**config.mk**
```make
export PLATFORM = sky130hd
export DESIGN_NAME = sender_credit_arb_flat
export DESIGN_NICKNAME = d
export VERILOG_FILES = /design/src/rtl/sender_credit_arb_if.sv /design/src/rtl/sender_credit_arb.sv /design/src/flat_wrapper.sv
export SDC_FILE = /design/constraint.sdc
export NUM_CORES = 1
export LEC_CHECK = 0
export BUFFER_PORTS_ARGS = -buffer_cell sky130_fd_sc_hd__clkbuf_2
export CAP_MARGIN = 20
export CORE_ASPECT_RATIO = 0.8
export CORE_UTILIZATION = 46
export CTS_CLUSTER_DIAMETER = 200
export CTS_CLUSTER_SIZE = 16
export DETAILED_ROUTE_END_ITERATION = 6
export PLACE_DENSITY = 0.88
export REMOVE_ABC_BUFFERS = 1
export SYNTH_ARGS = -nofsm -noshare
export SYNTH_HDL_FRONTEND = slang
export SYNTH_SLANG_ARGS = --single-unit
```
**constraint.sdc**
```tcl
create_clock -name clk_i -period 4.3 [get_ports clk_i]
set_clock_uncertainty 0.2 [all_clocks]
set_input_delay 0.645 -clock clk_i [delete_from_list [all_inputs] [get_ports clk_i]]
set_output_delay 0.645 -clock clk_i [all_outputs]
set_load 0.01 [all_outputs]
```
**src/rtl/sender_credit_arb_if.sv**
```systemverilog
// Link-side bundle for sender_credit_arb: requester handshakes, outgoing flit link and credit return.
// err_o exists only when SENDER_CREDIT_ARB_CHECK_EN is defined.
interface sender_credit_arb_if #(
    parameter int NUM_REQ  = 3,
    parameter int CREDIT_W = 4
);
    logic [NUM_REQ-1:0]        req_valid_i;
    logic [NUM_REQ-1:0][63:0]  req_data_i;
    logic [NUM_REQ-1:0]        req_ready_o;
    logic                      valid_o;
    logic [63:0]               data_o;
    logic                      yummy_i;
    logic [CREDIT_W-1:0]       credit_o;
    logic [NUM_REQ-1:0]        grant_o;
`ifdef SENDER_CREDIT_ARB_CHECK_EN
    logic                      err_o;

    modport master (
        output req_valid_i, req_data_i, yummy_i,
        input  req_ready_o, valid_o, data_o, credit_o, grant_o, err_o
    );
    modport slave (
        input  req_valid_i, req_data_i, yummy_i,
        output req_ready_o, valid_o, data_o, credit_o, grant_o, err_o
    );
`else
    modport master (
        output req_valid_i, req_data_i, yummy_i,
        input  req_ready_o, valid_o, data_o, credit_o, grant_o
    );
    modport slave (
        input  req_valid_i, req_data_i, yummy_i,
        output req_ready_o, valid_o, data_o, credit_o, grant_o
    );
`endif
endinterface

```
**src/rtl/sender_credit_arb.sv**
```systemverilog
// Credit-based, packet-locking round-robin arbiter driving one registered flit link.
// Optional credit-overflow checker enabled by macro SENDER_CREDIT_ARB_CHECK_EN (adds err_o).
module sender_credit_arb #(
    parameter int NUM_REQ  = 3,
    parameter int CREDITS  = 8,
    parameter int CREDIT_W = 4
) (
    input  logic                  clk_i,
    input  logic                  rstn_i,
    sender_credit_arb_if.slave    bus
);
    localparam int                  IDX_W      = (NUM_REQ > 1) ? $clog2(NUM_REQ) : 1;
    localparam logic [CREDIT_W-1:0] CREDIT_MAX = CREDIT_W'(CREDITS);
    localparam logic [IDX_W-1:0]    LAST_INIT  = IDX_W'(NUM_REQ - 1);

    typedef enum logic [0:0] {
        ST_IDLE   = 1'b0,
        ST_LOCKED = 1'b1
    } state_e;

    state_e               state_r;
    state_e               state_s;
    logic [IDX_W-1:0]     owner_r;
    logic [IDX_W-1:0]     last_r;
    logic [7:0]           remaining_r;
    logic [CREDIT_W-1:0]  credit_r;
    logic [CREDIT_W-1:0]  credit_s;
    logic                 valid_r;
    logic [63:0]          data_r;

    logic [IDX_W-1:0]     pick_idx_s;
    logic                 pick_hit_s;
    logic [IDX_W-1:0]     sel_idx_s;
    logic [NUM_REQ-1:0]   grant_s;
    logic [NUM_REQ-1:0]   ready_s;
    logic                 accept_s;
    logic [63:0]          sel_data_s;
    logic [7:0]           hdr_len_s;
    int                   cand_s;

    // Round-robin search starting just after the last packet's winner
    always_comb begin
        pick_idx_s = '0;
        pick_hit_s = 1'b0;
        cand_s     = 0;
        for (int k = 0; k < NUM_REQ; k++) begin
            cand_s = int'(last_r) + 1 + k;
            if (cand_s >= NUM_REQ) begin
                cand_s = cand_s - NUM_REQ;
            end else begin
                cand_s = cand_s;
            end
            if (!pick_hit_s && bus.req_valid_i[IDX_W'(cand_s)]) begin
                pick_hit_s = 1'b1;
                pick_idx_s = IDX_W'(cand_s);
            end else begin
                pick_hit_s = pick_hit_s;
            end
        end
    end

    // FSM state register
    always_ff @(posedge clk_i or negedge rstn_i) begin
        if (!rstn_i) begin
            state_r <= ST_IDLE;
        end else begin
            state_r <= state_s;
        end
    end

    // FSM next state: lock on a non-empty header, release on the last payload flit
    always_comb begin
        state_s = state_r;
        case (state_r)
            ST_IDLE: begin
                if (accept_s && (hdr_len_s != 8'd0)) begin
                    state_s = ST_LOCKED;
                end else begin
                    state_s = ST_IDLE;
                end
            end
            ST_LOCKED: begin
                if (accept_s && (remaining_r <= 8'd1)) begin
                    state_s = ST_IDLE;
                end else begin
                    state_s = ST_LOCKED;
                end
            end
            default: state_s = ST_IDLE;
        endcase
    end

    // FSM outputs: grant, ready and the accepted-flit mux (all quiet while in reset)
    always_comb begin
        grant_s   = '0;
        sel_idx_s = '0;
        if (!rstn_i) begin
            grant_s   = '0;
            sel_idx_s = '0;
        end else if (state_r == ST_LOCKED) begin
            sel_idx_s          = owner_r;
            grant_s[owner_r]   = 1'b1;
        end else if (pick_hit_s) begin
            sel_idx_s          = pick_idx_s;
            grant_s[pick_idx_s] = 1'b1;
        end else begin
            grant_s   = '0;
            sel_idx_s = '0;
        end
        ready_s    = (credit_r != '0) ? grant_s : '0;
        accept_s   = |(ready_s & bus.req_valid_i);
        sel_data_s = bus.req_data_i[sel_idx_s];
        hdr_len_s  = sel_data_s[29:22];
    end

    // Packet bookkeeping: owner, flits still owed, and the round-robin pointer
    always_ff @(posedge clk_i or negedge rstn_i) begin
        if (!rstn_i) begin
            owner_r     <= '0;
            last_r      <= LAST_INIT;
            remaining_r <= 8'd0;
        end else if (accept_s) begin
            if (state_r == ST_IDLE) begin
                remaining_r <= hdr_len_s;
                if (hdr_len_s == 8'd0) begin
                    last_r <= pick_idx_s;
                end else begin
                    owner_r <= pick_idx_s;
                end
            end else begin
                remaining_r <= remaining_r - 8'd1;
                if (remaining_r <= 8'd1) begin
                    last_r <= owner_r;
                end
            end
        end
    end

    // Credit update; a returned credit at the maximum is dropped
    always_comb begin
        credit_s = credit_r;
        if (accept_s && !bus.yummy_i) begin
            credit_s = credit_r - {{(CREDIT_W-1){1'b0}}, 1'b1};
        end else if (!accept_s && bus.yummy_i && (credit_r != CREDIT_MAX)) begin
            credit_s = credit_r + {{(CREDIT_W-1){1'b0}}, 1'b1};
        end else begin
            credit_s = credit_r;
        end
    end

    // Credit counter and registered link output
    always_ff @(posedge clk_i or negedge rstn_i) begin
        if (!rstn_i) begin
            credit_r <= CREDIT_MAX;
            valid_r  <= 1'b0;
            data_r   <= 64'd0;
        end else begin
            credit_r <= credit_s;
            valid_r  <= accept_s;
            if (accept_s) begin
                data_r <= sel_data_s;
            end
        end
    end

`ifdef SENDER_CREDIT_ARB_CHECK_EN
    logic err_r;
    logic overflow_s;

    // A credit returned while already full means the receiver and sender disagree
    always_comb begin
        overflow_s = bus.yummy_i && !accept_s && (credit_r == CREDIT_MAX);
    end

    // Sticky overflow flag, cleared only by reset
    always_ff @(posedge clk_i or negedge rstn_i) begin
        if (!rstn_i) begin
            err_r <= 1'b0;
        end else if (overflow_s) begin
            err_r <= 1'b1;
            $display("ERROR: sender_credit_arb credit overflow (yummy at full credit) at %0t", $time);
        end
    end

    assign bus.err_o = err_r;
`endif

    assign bus.req_ready_o = ready_s;
    assign bus.grant_o     = grant_s;
    assign bus.valid_o     = valid_r;
    assign bus.data_o      = data_r;
    assign bus.credit_o    = credit_r;

endmodule

```
**src/flat_wrapper.sv**
```systemverilog
// flat-port wrapper written by rule: the top's interface ports become plain ports
module sender_credit_arb_flat 
#(
    parameter int NUM_REQ  = 3,
    parameter int CREDITS  = 8,
    parameter int CREDIT_W = 4
)
  (clk_i, rstn_i, bus_req_valid_i, bus_req_data_i, bus_yummy_i, bus_req_ready_o, bus_valid_o, bus_data_o, bus_credit_o, bus_grant_o);
  sender_credit_arb_if #(.NUM_REQ(NUM_REQ), .CREDIT_W(CREDIT_W)) bus_i ();
  input  logic clk_i;
  input  logic rstn_i;
  input wire logic [$bits(bus_i.req_valid_i)-1:0] bus_req_valid_i;
  input wire logic [$bits(bus_i.req_data_i)-1:0] bus_req_data_i;
  input wire logic [$bits(bus_i.yummy_i)-1:0] bus_yummy_i;
  output wire logic [$bits(bus_i.req_ready_o)-1:0] bus_req_ready_o;
  output wire logic [$bits(bus_i.valid_o)-1:0] bus_valid_o;
  output wire logic [$bits(bus_i.data_o)-1:0] bus_data_o;
  output wire logic [$bits(bus_i.credit_o)-1:0] bus_credit_o;
  output wire logic [$bits(bus_i.grant_o)-1:0] bus_grant_o;
  assign bus_i.req_valid_i = bus_req_valid_i;
  assign bus_i.req_data_i = bus_req_data_i;
  assign bus_i.yummy_i = bus_yummy_i;
  assign bus_req_ready_o = bus_i.req_ready_o;
  assign bus_valid_o = bus_i.valid_o;
  assign bus_data_o = bus_i.data_o;
  assign bus_credit_o = bus_i.credit_o;
  assign bus_grant_o = bus_i.grant_o;
  sender_credit_arb #(.NUM_REQ(NUM_REQ), .CREDITS(CREDITS), .CREDIT_W(CREDIT_W)) u_core (.clk_i(clk_i), .rstn_i(rstn_i), .bus(bus_i));
endmodule
```
After elaboration in Yosys (flattened, before gate mapping)
Index checks and enable logic that the tools add are counted.
- register bits: 82
- word-level logic and storage cells: 94
- bits of input ports: 198
- reduce and logical (&&, ||, !) cells: 21
- eq/ne operators: 2
- muxes and demuxes: 40
- order comparisons: 12
- add/sub/neg operators: 9
- bitwise logic cells: 3
- operators by type and width (kind ; number):
    64-bit binary-select mux with 2-bit select ; 1
    32-bit by 3-bit greater-or-equal comparator with 1-bit output, second input constant ; 2
    64-bit 2-to-1 mux ; 1
    2-bit 2-to-1 mux ; 12
    1-bit 2-to-1 mux ; 13
    2-bit by 4-bit < comparator with 1-bit output, second input constant ; 3
    3-bit 2-to-1 mux ; 4
    1-bit logical AND ; 9
    2-bit by 3-bit < comparator with 1-bit output, second input constant ; 3
    8-bit by 1-bit less-or-equal comparator with 1-bit output, second input constant ; 1
    8-bit zero test ; 1
    4-bit 2-to-1 mux ; 2
    8-bit 2-to-1 mux ; 1
    8-bit nonzero test ; 1
    8-bit by 1-bit subtractor with 8-bit output, second input constant ; 1
    1-bit binary-select mux with 2-bit select ; 3
    3-bit AND reduction ; 2
    3-bit by 1-bit adder with 4-bit output, second input constant ; 1
    3-bit by 2-bit adder with 4-bit output, second input constant ; 1
    4-bit by 1-bit adder with 4-bit output, second input constant ; 1
    1-bit demux with 2-bit select ; 2
    2-bit by 1-bit greater-or-equal comparator with 1-bit output, second input constant ; 2
    1-bit zero test ; 4
    4-bit inequality test, second input constant ; 1
    other kinds (12) ; 15

Logic depth before layout (Yosys ltp)
- depth after elaboration: 28
- mapped depth: 18

Worst setup path after synthesis
OpenSTA, ideal clock, no wires.
- kind: register to register
- start: reg u_core.last_r[1]
- end: reg u_core.credit_r[3] (netlist: u_core.bus.credit_o[3])
- data required time: 4021 ps
- clock period less this slack: 3902 ps
- path slack: 398 ps
- data arrival time: 3623 ps
- library setup time: 79 ps
- stages on the path, launching flop included: 18
- path through: dfstp_2 inv_1 ha_1 buf_6 mux2_1 a222oi_1 a211o_2 o211ai_4 o21ai_4 buf_6 buf_2 nor2_1 ha_1 a21o_1 a21oi_1 nand2b_1 o22ai_1 o21ai_0
- cells in the longest elaborated chain, start to end: 27
- elaborated cells on any way between the ends: 48
- those cells by class: 6 x add/sub; 5 x order compare; 25 x mux; 1 x bitwise; 11 x reduce/logical
- ends and longest elaborated chain (item ; line ; RTL):
    start: declaration ; sender_credit_arb.sv:24 ; logic [IDX_W-1:0] last_r;
    start signal: assignment ; sender_credit_arb.sv:126 ; last_r <= pick_idx_s;
    start signal: assignment ; sender_credit_arb.sv:133 ; last_r <= owner_r;
    2-bit by 1-bit adder with 3-bit output * ; sender_credit_arb.sv:47 ; cand_s = int'(last_r) + 1 + k;
    parallel branches: the longest is 16 deep, another holds 32-bit by 3-bit greater-or-equal comparator with 1-bit output ; -- ;
    3-bit 2-to-1 mux * ; sender_credit_arb.sv:103 ; end else if (pick_hit_s) begin
    3-bit 2-to-1 mux * ; sender_credit_arb.sv:100 ; end else if (state_r == ST_LOCKED) begin
    3-bit 2-to-1 mux * ; sender_credit_arb.sv:97 ; if (!rstn_i) begin
    3-bit 2-to-1 mux * ; sender_credit_arb.sv:110 ; ready_s = (credit_r != '0) ? grant_s : '0;
    3-bit AND * ; sender_credit_arb.sv:111 ; accept_s = |(ready_s & bus.req_valid_i);
    3-bit OR reduction * ; sender_credit_arb.sv:111 ;
    1-bit zero test ; sender_credit_arb.sv:144 ; end else if (!accept_s && bus.yummy_i && (credit_r != CREDIT_MAX)) begin
    1-bit logical AND (2 in a row) ; sender_credit_arb.sv:144 ;
    2-bit nonzero test (no line) ; -- ;
    end signal: assignment ; sender_credit_arb.sv:158 ; credit_r <= credit_s;
    end: declaration ; sender_credit_arb.sv:26 ; logic [CREDIT_W-1:0] credit_r;
Every way passes the cells marked *. The select of a mux whose other input is x is not followed.
A chain may end at the register's enable or synchronous reset.

Worst setup path after layout
Ends and elaborated chain as after synthesis.

==> results.sh <==
export IMPL_clockRootBuffer="clkbuf_16"
export IMPL_drive_gt1_share_pct=46.4
export IMPL_clock_sinks=82
export IMPL_grt_pass1_vias=5176
export IMPL_avgSynthCellArea_um2=9.40
export IMPL_clockBufferDepth=2
export IMPL_initial_core_util_pct=48.0
export IMPL_antenna_found_initial=0
export IMPL_crit_fanout=12
export IMPL_num_vias=5435
export IMPL_crit_slowest_cell="a222oi_1"
export IMPL_worstMarginPinSlew_ps=856
export IMPL_seq_area_frac_synth_pct=38.7
export IMPL_rows=34
export IMPL_dpl_cell_area_um2=6730
export IMPL_max_vdd_ir_drop_v=0.000337
export IMPL_drtIter0Drc=236
export IMPL_synth_main_ff_cell="dfrtp_1"
export IMPL_powerDensity_nw_per_um2=633
export IMPL_setup_viol_count_final=0
export IMPL_synthArstFlopShare_pct=100
export IMPL_routed_wl_mm=15.8
export IMPL_clk_latency_ps=320
export IMPL_holdPathEnd="u_core.bus.data_o[49]"
export IMPL_synth_seq_cells=82
export IMPL_hold_viol_final=0
export IMPL_relSlewSlack_pct=42.4
export IMPL_drc_errors=0
export IMPL_nFillCells=944
export IMPL_fmax_mhz=246
export IMPL_io_buffers=272
export IMPL_reg2reg_from="u_core.last_r[1]"
export IMPL_fin_tns_setup_ps=0
export IMPL_synth_edff_count=0
export IMPL_yosysTopAreaCell="dfrtp_1"
export IMPL_worstHoldPathType="reg2reg"
export IMPL_final_antenna_net_count=0
export IMPL_whs_path_depth=2
export IMPL_wire_per_inst_um=16.4
export IMPL_timing_final_crit_share_pct=94.6
export IMPL_min_from="u_core.bus.data_o[49]"
export IMPL_fp_coreArea_um2=11100
export IMPL_p_leak_nw=3.50
export IMPL_yosys_area_top_type_share_pct=37.7
export IMPL_outcome="finished, final reports clean"
export IMPL_multi_input_area_um2=2980
export IMPL_use_met1_pct=35.3
export IMPL_synth_cell_types=61
export IMPL_grt_util_met2_pct=43.4
export IMPL_power_mw=4.44
export IMPL_dp_hpwl_mm=12.2
export IMPL_num_nets_final=1025
export IMPL_critPathKind="reg2reg"
export IMPL_cp_start_kind="flip-flop"
export IMPL_dieWidth_um=122
export IMPL_place_inst=949
export IMPL_clkTransAtPathRegs_ps=60
export IMPL_cts_tree="done"
export IMPL_grt_pass1_wl_mm=25.0
export IMPL_grtUsageTotal_pct=26.5
export IMPL_grt_max_degree=142
export IMPL_worstPathArrival_ps=4110
export IMPL_synthToLayoutAreaGrowth_pct=32.4
export IMPL_stdcell_area_um2=7020
export IMPL_gp_congestion=0.948
export IMPL_syn_area_um2=5300
export IMPL_numCtsBuffers=9
export IMPL_required_ps=4340
export IMPL_path_cells="inv_1 > ha_2 > mux2_2 > a222oi_1 > a211o_2 > o211ai_4 > o21ai_4 > nor2_1 > ha_1 > a21o_1 > a21oi_1 > nand2b_1 > o22ai_1 > o21ai_0"
export IMPL_synth_top_cells_by_area="dfrtp_1 38%, mux2_2 14%, a22oi_1 8.2%, o21ai_0 6.5%, nand2_1 5.5%"
export IMPL_max_stage_delay_ps=550
export IMPL_reg2reg_to="u_core.bus.credit_o[3]"
export IMPL_die_h_um=98.0
export IMPL_seq_area_um2=2050
export IMPL_htree_levels=3
export IMPL_slew_viol_final=0
export IMPL_synthCells=564
export IMPL_grt_busiest_layer="met2"
export IMPL_globalRouteOverflowTotal=0
export IMPL_met3_usage_pct=6.31
export IMPL_via_per_inst=5.63
export IMPL_num_io_pins=273
export IMPL_critPathCaptureType="flip-flop"
export IMPL_holdWs_ps=277
export IMPL_yosys_warnings=0
export IMPL_die_area_um2=12000
export IMPL_r2r_cells=14
export IMPL_reg2reg_slack_ps=230
export IMPL_drtPass1Iterations=5
export IMPL_num_antenna_cells=0
export IMPL_drv_cap=0
export IMPL_final_cells=966
export IMPL_fin_crit_ps=4070
## worst max path at each step
stage	slack (ps)	endpoint	start
floorplan	-1900	u_core.owner_r[1]	u_core.last_r[1]
global placement	410	u_core.bus.credit_o[3]	u_core.last_r[0]
detailed placement	300	u_core.bus.credit_o[3]	u_core.last_r[1]
CTS	270	u_core.bus.credit_o[3]	u_core.last_r[1]
global route	-60	u_core.bus.credit_o[3]	u_core.last_r[0]
finish	230	u_core.bus.credit_o[3]	u_core.last_r[1]
## critical path: cells and delay by family (launching register included)
family | cells | cell delay [ps]
AND/OR/NAND/NOR | 2 | 270
multiplexers | 1 | 370
adder cells (fa/ha/maj) | 2 | 730
AO/OA/AOI/OAI | 8 | 1820
buffers and inverters | 1 | 60
flip-flops | 1 | 540
## cell families (layout without fill, tap and decap cells)
family                     count (synthesis)  in the layout  share of synthesized area (%)
xor gates and xnor gates                   2              2                          0.330
and+or+nand+nor                          151            151                           13.3
buffers and inverters                     59            317                           5.35
muxes                                     74             74                           15.5
DFF                                       82             82                           38.7
adders and majority gates                  8              8                           2.03
AOI/OAI and AO/OA                        188            188                           24.7
## metal layers
| metal | share of wire [%] | wire [um] |
|---|---|---|
| met5 | 0 | 0 |
| met4 | 1.0 | 164 |
| met3 | 9.1 | 1440 |
| met2 | 47 | 7510 |
| met1 | 42 | 6720 |
## flip-flops by register name, indices dropped and copies added (netlist names)
signal               count
u_core.state_r           1
u_core.last_r            2
u_core.bus.data_o       64
u_core.bus.valid_o       1
u_core.remaining_r       8
u_core.bus.credit_o      4
u_core.owner_r           2
## synthesized netlist by cell type, types with 8 or more instances
cell type	number
nand2_1	78
inv_1	17
mux2_2	65
o21ai_0	69
nor2_1	15
nor4_1	8
a22oi_1	58
clkbuf_1	24
buf_4	9
mux2i_1	8
dfrtp_1	80
a21oi_1	10
nand3_1	13
## placed cells by master, fill, tap and decap left out, types with 3 or more instances in the layout
| cell type | instances |
|---|---|
| a221o_1 | 3 |
| or4_1 | 3 |
| o2111ai_1 | 4 |
| a21o_1 | 4 |
| nor2_1 | 15 |
| a21oi_1 | 9 |
| nand4_1 | 3 |
| nor4_1 | 8 |
| ha_1 | 6 |
| buf_4 | 12 |
| nor3_1 | 4 |
| clkbuf_2 | 271 |
| mux2_2 | 65 |
| clkbuf_16 | 9 |
| o211ai_1 | 5 |
| and3_1 | 4 |
| nand3_1 | 13 |
| a22o_1 | 5 |
| o21ai_0 | 69 |
| and2_1 | 6 |
| nand2b_1 | 5 |
| nor2b_1 | 4 |
| mux2i_1 | 8 |
| inv_1 | 17 |
| a22oi_1 | 58 |
| dfrtp_1 | 80 |
| nand2_1 | 77 |
## what timing repair did
| item | 4_1_cts | 5_1_grt |
|---|---|---|
| resized for setup | 0 | 1 |
| hold endpoints to repair | 5 | 0 |
| endpoints found under the setup margin | 0 | 1 |
| setup buffers | 0 | 2 |
| hold buffers | 1 | 0 |
## per-stage QoR
stage / util, % / setup WS, ps
global route: 63.5 / -56.3
CTS: 63.3 / 271
finish: 63.5 / 230
floorplan: - / -1900
global placement: 60.9 / 408
detailed placement: 60.9 / 300
## where the power goes
part,switching [mW],total [mW],internal [mW]
clock,0.285,0.683,0.398
combinational,1.37,2.38,1.01
sequential,0.243,1.38,1.14
## cell type report
cell class | count | share of cell area (%)
inverters | 18 | 0.962
repair buffers | 285 | 21.0
clock inverters | 3 | 0.249
multi-input cells | 423 | 42.5
well taps | 144 | 2.57
clock buffers | 11 | 3.46
flip-flops and latches | 82 | 29.3
Note: power is estimated with default switching activity, not from simulation.
